[src/rtl/serdes_128to32_tx.sv]
// ============================================================================
// Module   : serdes_128to32_tx
// Purpose  : 128-bit to 32-bit width-down serializer, LSB beat first, with
//            zero-bubble word chaining and per-beat downstream backpressure.
//            Optional end-of-word flag port: define SERDES_LAST_FLAG_EN.
// Revision : 1.0 - initial release
// ============================================================================
`default_nettype none

module serdes_128to32_tx (
    input  logic         CLK,
    input  logic         nRST,
    output logic         in_deq__ENA,
    input  logic         in_deq__RDY,
    input  logic [127:0] in_first,
    output logic         out_enq__ENA,
    output logic [31:0]  out_enq_v,
`ifdef SERDES_LAST_FLAG_EN
    output logic         out_enq_last,
`endif
    input  logic         out_enq__RDY
);

    localparam logic [1:0] C_LAST_BEAT = 2'd3;

    logic [127:0] hold;
    logic         busy;
    logic [1:0]   beat;

    logic         accept;
    logic         take;
    logic         load;

    always_comb begin
        accept = busy & out_enq__RDY;
        // A new word may enter only when the slot is empty or its final beat leaves now.
        take   = ~busy | ((beat == C_LAST_BEAT) & out_enq__RDY);
        load   = nRST & in_deq__RDY & take;
    end

    assign in_deq__ENA  = load;
    assign out_enq__ENA = accept;
    assign out_enq_v    = busy ? hold[31:0] : 32'd0;

`ifdef SERDES_LAST_FLAG_EN
    assign out_enq_last = busy & (beat == C_LAST_BEAT);
`endif

    always_ff @(posedge CLK) begin
        if (!nRST) begin
            hold <= 128'd0;
            busy <= 1'b0;
            beat <= 2'd0;
        end else if (load) begin
            // Load wins over a coincident beat-3 accept, keeping the stream gap-free.
            hold <= in_first;
            busy <= 1'b1;
            beat <= 2'd0;
        end else if (accept) begin
            hold <= {32'd0, hold[127:32]};
            beat <= beat + 2'd1;
            if (beat == C_LAST_BEAT) begin
                busy <= 1'b0;
            end
        end
    end

endmodule

`default_nettype wire
[config.mk]
export PLATFORM = sky130hd
export DESIGN_NAME = serdes_128to32_tx
export DESIGN_NICKNAME = d
export VERILOG_FILES = /design/src/rtl/serdes_128to32_tx.sv
export SDC_FILE = /design/constraint.sdc
export NUM_CORES = 1
export LEC_CHECK = 0
export ABC_AREA = 1
export CORE_ASPECT_RATIO = 0.7
export CORE_UTILIZATION = 45
export CTS_CLUSTER_SIZE = 14
export DETAILED_ROUTE_END_ITERATION = 8
export GPL_TIMING_DRIVEN = 0
export HOLD_SLACK_MARGIN = 0.12
export PLACE_DENSITY = 0.85
export RECOVER_POWER = 50
export REMOVE_ABC_BUFFERS = 1
export SYNTH_ARGS = -nofsm -noshare
export SYNTH_HDL_FRONTEND = slang
export SYNTH_SLANG_ARGS = --single-unit
[constraint.sdc]
create_clock -name CLK -period 2.8 [get_ports CLK]
set_input_delay 0.56 -clock CLK [delete_from_list [all_inputs] [get_ports CLK]]
set_output_delay 0.56 -clock CLK [all_outputs]
set_load 0.01 [all_outputs]
==> out/qor.txt, run 1 <==
Worst Hold Slack - 0.478 ns
Clock slew at the register clock pins of the worst setup and hold paths - 0.05 ns
Max_cap viols - 0
IO Count - 166
Layout Utilization - 65.7%
Row count - 36
Xor/xnor cell area share of the yosys netlist - 0.131%
TritonCTS clock tree - built
Actual transition at the worst max-transition pin - 1.06 ns
Chip Width - 148 um
Post-layout nets - 1,327
Unrepaired setup endpoints after global routing - false
Required time worst endpoint - 2.24 ns
Cells after synthesis - 1,068
Top cell type by total area after synthesis - dfxtp_1
Status - completed
Deepest level of the CTS H-tree - 4
Final Worst Setup Slack - 0.0869 ns
Synth async-reset ratio - 0%
Post-CTS Hold Fix Bufs - 0
Master of the slowest instance on the critical path - clkdlybuf4s50_1
Placer's final routability congestion estimate - 0.770
Data arrival time of the critical path - 2.15 ns
Max IR drop VDD - 0.000404 V
Largest family of logic cells by synthesized area - simple AND/OR/NAND/NOR gates
Clock latency at the later pin of the worst-skew pair - 0.41 ns
Most Crowded Layer GR - met2
Starting utilization of the core area - 47.1%
Count of clock tree sinks - 131
Wire length of the first global-routing pass - 35,200 um
Maximum number of buffers from clock root to sink - 2
Highest clock rate - 369 MHz
Period Utilization, post-route - 96.9%
Core outline area - 14,200 um2
Post-placement cell area - 8360 um2
Crit-path max cell delay - 0.59 ns
Synth Register Bits - 131
Met3 usage - 6.93%
Per-cell via count in the routed design - 5.35
1st-pass router iterations - 5
Inserted Clock Buffers - 17
Master cell of the clock root buffer - clkbuf_16
Post-Route Setup TNS - 0 ns
Critical-path cell list - buf_2, nand2_8, inv_16, buf_12, clkdlybuf4s50_1
Number of fillers in the final layout - 1,254
Largest net degree at the start of global routing - 131
Design Area, Final - 9330 um2
Overflow left after global routing - 0
Initial detailed-routing violation count - 630
Count of synthesis-stage warnings from yosys - 0
Routed wire length - 22,200 um
Met1 track demand over resource in global routing - 39.4%
Fraction of synthesized area in multiplexers - 0%
Synthesized area per cell - 6.26 um2
Number of global-route vias before repair - 6,828
Antenna violations before repair - 0
Share of synthesized area occupied by flip-flops and latches - 39.2%
CP Capture Type - output pin
Basic-gate share of the synthesized area counting and, or, nand and nor cells - 37.2%
Leading post-synthesis cells by cell area - dfxtp_1 (39%), nand2_1 (20%), nand3_1 (17%)
Critical Path Fanout Max - 50
Leakage power - 4.38 nW
Post-synthesis compound-gate area fraction - 9.77%
Layout overhead on the synthesized area - 39.5%
Number of remaining DRC errors - 0
DP Worst Slack - -1.75 ns
Total count of max-transition violations in the final report - 0
Crit path time final - 2.71 ns
Clk_skew - 0.0110 ns
Most used standard cells in the synthesized netlist - nand2_1 (356), nand3_1 (224), dfxtp_1 (131)
Count of endpoints failing setup in the final report - 0
Global router's overall resource usage - 29.0%
Mapped cell area - 6690 um2
Hold Crit Class - reg -> reg
Number of enable flip-flop cells after synthesis - 0
Fraction of layout instances using a drive strength above 1 - 5.55%
Total die area - 15,400 um2
Power per standard cell area - 553 nW/um2
Number of nets with antenna violations after routing - 0
Slack of the worst reg-to-reg path - 0.40 ns
Area share of the largest cell type after synthesis - 39.2%
Number of distinct standard cells referenced by the synthesized netlist - 17
Hold violation count in the final report - 0
Half-perimeter wire length after detailed placement - 9950 um
IO buf count - 165
Height of the die - 104 um
Adder and majority gate portion of the synthesized area - 0.187%
Tightest slew margin relative to the limit - 29.4%
Total vias in the final route - 7,470
Type of the worst setup path - in -> out
Top FF cell, synth - dfxtp_1
Routed WL per cell - 15.9 um
Most used standard cell by instance count after synthesis - nand2_1
Critical Path Source Type - input pin
Diodes inserted - 0
Met2 capacity usage during global routing - 44.4%
[metal layers]
layer	vias up	wire length, um
li1	3642	-
met1	3391	9250
met2	392	9960
met3	45	2510
met4	0	465
met5	-	0
[power by group]
part / internal (W) / switching (W)
clock: 0.00143 / 0.000840
combinational: 0.000388 / 0.000453
sequential: 0.00199 / 0.0000621
total: 0.00380 / 0.00136
[timing repair]
item | in CTS | in global routing
hold endpoints to repair | 0 | 0
gates cloned | 16 | 1
pin swaps | 2 | 1
endpoints found under the setup margin | 102 | 1
buffers inserted | 6 | 2
gates resized for setup | 26 | 0
[flip-flops by register name, indices dropped and copies added, names as in the netlist]
register and cells:
hold 128, beat 2, busy 1
[final timing paths]
kind | from | to | depth (start not counted)
worst max-delay path | out_enq__RDY | out_enq__ENA | 5
worst min-delay path | hold[126] | hold[126] | 2
worst max register to register | beat[0] | hold[99] | 8
worst min register to register | hold[126] | hold[126] | 2
[stage by stage]
stage / cells / total power [W]
global route: 1397 / 0.00536
global placement: 1334 / 0.00278
CTS: 1394 / 0.00518
floorplan: 979 / 0.00246
finish: 1397 / 0.00515
detailed placement: 1340 / 0.00281
[critical path: cells and delay by family]
kind / cells / cell delay [ns]
buf+inv: 4 / 1.32
simple gates: 1 / 0.21
[cell type report]
class	instances	area (um2)	area share, %
multi-input cells	723	3270	35.1
flip-flops and latches	131	2630	28.2
repair buffers	187	2020	21.7
inverters	132	549	5.89
clock buffers	20	447	4.79
well taps	190	238	2.55
clock inverters	12	158	1.69
repair inverters	2	12.5	0.134
[cell families after synthesis]
| kind of cell | after synthesis |
|---|---|
| compound gates | 130 |
| xor+xnor | 1 |
| simple gates | 584 |
| fa+ha+maj | 1 |
| flops | 131 |
| buf+inv | 221 |
[layout by cell type (no fill, tap or decap), types with 2 or more instances in the layout]
master / n
nand2_8: 3
nand2_1: 356
buf_8: 2
bufbuf_16: 4
clkbuf_16: 17
a21oi_1: 129
buf_16: 5
clkbuf_2: 2
nand3_1: 224
clkinv_2: 2
dfxtp_1: 130
nand2_4: 6
clkinvlp_4: 3
inv_16: 3
dlygate4sd2_1: 2
clkbuf_1: 4
clkinv_4: 5
clkdlybuf4s50_1: 162
inv_1: 129
buf_4: 5
bufinv_16: 3
No activity file was read; power rests on OpenSTA's default activity.
==> run 2: changes to the inputs <==
PLACE_DENSITY = 0.88   (was 0.85)
clock period = 2.48 ns   (was 2.8 ns; I/O delays follow)
==> out/qor.txt, run 2 (synthesis results as in run 1) <==
Clk_skew - 0.00892 ns
Layout Utilization - 65.8%
Leading cell type in the layout, fill and taps excluded - nand2_1
Hold violation count in the final report - 0
IO buf count - 165
TritonCTS clock tree - built
Total power after layout - 0.00570 W
Total vias in the final route - 7,378
Met1 track demand over resource in global routing - 39.3%
Met2 capacity usage during global routing - 45.1%
Max_cap viols - 0
Number of remaining DRC errors - 0
Number of nets with antenna violations after routing - 0
Max IR drop VDD - 0.000431 V
Wire length of the first global-routing pass - 34,500 um
1st-pass router iterations - 5
Count of endpoints failing setup in the final report - 0
Deepest level of the CTS H-tree - 4
Status - completed
Crit path max-delay family - buffers and inverters
Actual transition at the worst max-transition pin - 1.09 ns
Antenna violations before repair - 0
Crit-path max cell delay - 0.52 ns
Global router's overall resource usage - 28.3%
Height of the die - 104 um
Clock slew at the register clock pins of the worst setup and hold paths - 0.06 ns
Layout overhead on the synthesized area - 39.7%
Master of the slowest instance on the critical path - clkdlybuf4s50_1
Type of the worst setup path - in -> out
Number of flip-flops in the largest register - 128
Diodes inserted - 0
Core outline area - 14,200 um2
Routed WL per cell - 15.9 um
Starting utilization of the core area - 47.1%
Post-layout nets - 1,326
Hold Crit Class - reg -> reg
Highest clock rate - 411 MHz
Count of clock tree sinks - 131
Placer's final routability congestion estimate - 0.759
Register with the most flip-flops - hold
Master cell of the clock root buffer - clkbuf_16
Fraction of layout instances using a drive strength above 1 - 5.56%
Worst path most repeated cell - inv_16
Worst Path Buf+Inv - 5
Largest registers ranked by flip-flop count - hold: 128 flops, beat: 2 flops, busy: 1 flops
Total die area - 15,400 um2
Chip Width - 148 um
IO Count - 166
Per-cell via count in the routed design - 5.29
Critical Path Source Type - input pin
Critical Path Fanout Max - 18
Largest net degree at the start of global routing - 131
Row count - 36
CP Capture Type - output pin
Clock latency at the later pin of the worst-skew pair - 0.41 ns
Initial detailed-routing violation count - 573
Period Utilization, post-route - 98.2%
Number of global-route vias before repair - 6,623
Most Crowded Layer GR - met2
Met3 usage - 4.74%
Critical-path cell list - clkdlybuf4s50_1, nand2_4, inv_16, buf_16, nand2_8, inv_16, dlygate4sd2_1
Unrepaired setup endpoints after global routing - false
Required time worst endpoint - 1.98 ns
Half-perimeter wire length after detailed placement - 10,100 um
Overflow left after global routing - 0
Power per standard cell area - 611 nW/um2
Post-Route Setup TNS - 0 ns
Leakage power - 4.40 nW
Tightest slew margin relative to the limit - 26.8%
Top library cells by usage in the layout, fill and taps aside - nand2_1 (356), nand3_1 (224), clkdlybuf4s50_1 (160)
Worst Hold Slack - 0.479 ns
Maximum number of buffers from clock root to sink - 2
Data arrival time of the critical path - 1.94 ns
Total count of max-transition violations in the final report - 0
Crit path time final - 2.43 ns
Inserted Clock Buffers - 17
Slack of the worst reg-to-reg path - 0.15 ns
Routed wire length - 22,100 um
[run 2: cell types whose count changed in the layout (fill, tap and decap cells not counted), sizes merged]
cell           before  now
bufbuf              4    5
bufinv              3    2
clkdlybuf4s50     162  160
dlygate4sd3         0    2
inv               133  136
clkbuf             25   19
[run 2: area by class of cell]
cell class	instances	area, um2
Fill cell	1257	4850
Multi-Input combinational cell	723	3270
Sequential cell	131	2630
Timing Repair Buffer	184	2060
Inverter	132	549
Clock buffer	18	429
Tap cell	190	238
Clock inverter	12	136
Timing Repair inverter	4	30.0
[run 2: per-stage QoR]
stage / cells / area [um2] / setup WS (ns)
2_1_floorplan: 979 / 6280 / -1.70
3_3_place_gp: 1334 / 8170 / -4.76
3_5_place_dp: 1340 / 8360 / -1.83
4_1_cts: 1393 / 9340 / 0.0213
5_1_grt: 1394 / 9340 / 0.00111
6_report: 1394 / 9340 / 0.0457
[run 2: worst paths after layout]
check | start | endpoint | cells after the start
hold reg to reg | hold[114] | hold[114] | 2
setup / recovery | in_deq__RDY | in_deq__ENA | 7
hold / removal | hold[114] | hold[114] | 2
setup reg to reg | beat[0] | hold[25] | 10
[run 2: layer usage]
| metal | wire length [um] | share of wire [%] | vias to the layer above |
|---|---|---|---|
| li1 | - | - | 3634 |
| met4 | 293 | 1.3 | 0 |
| met3 | 2170 | 9.8 | 33 |
| met1 | 9330 | 42 | 3351 |
| met2 | 10300 | 47 | 360 |
| met5 | 0 | 0 | - |
[run 2: power breakdown]
part / internal, W / total (W) / leakage (nW) / switching (W)
clock: 0.00147 / 0.00244 / 0.268 / 0.000967
combinational: 0.000444 / 0.000953 / 3.06 / 0.000509
sequential: 0.00224 / 0.00231 / 1.08 / 0.0000690
total: 0.00416 / 0.00570 / 4.40 / 0.00154
[run 2: worst register-to-register path, stage by stage, from the launching register on]
cell,delay [ns]
dfxtp_1,0.32
ha_1,0.23
nand2_4,0.14
nand2_8,0.07
buf_16,0.17
nand2_8,0.12
buf_4,0.27
buf_8,0.53
nand2_1,0.19
nand2_1,0.11
a21oi_1,0.06
[run 2: timing repair]
| item | CTS | global route |
|---|---|---|
| gates resized for setup | 27 | 3 |
| cloned | 16 | 1 |
| pin swaps | 4 | 0 |
| setup buffers | 7 | 0 |
| setup endpoints to repair | 164 | 16 |
| hold buffers | 0 | 0 |
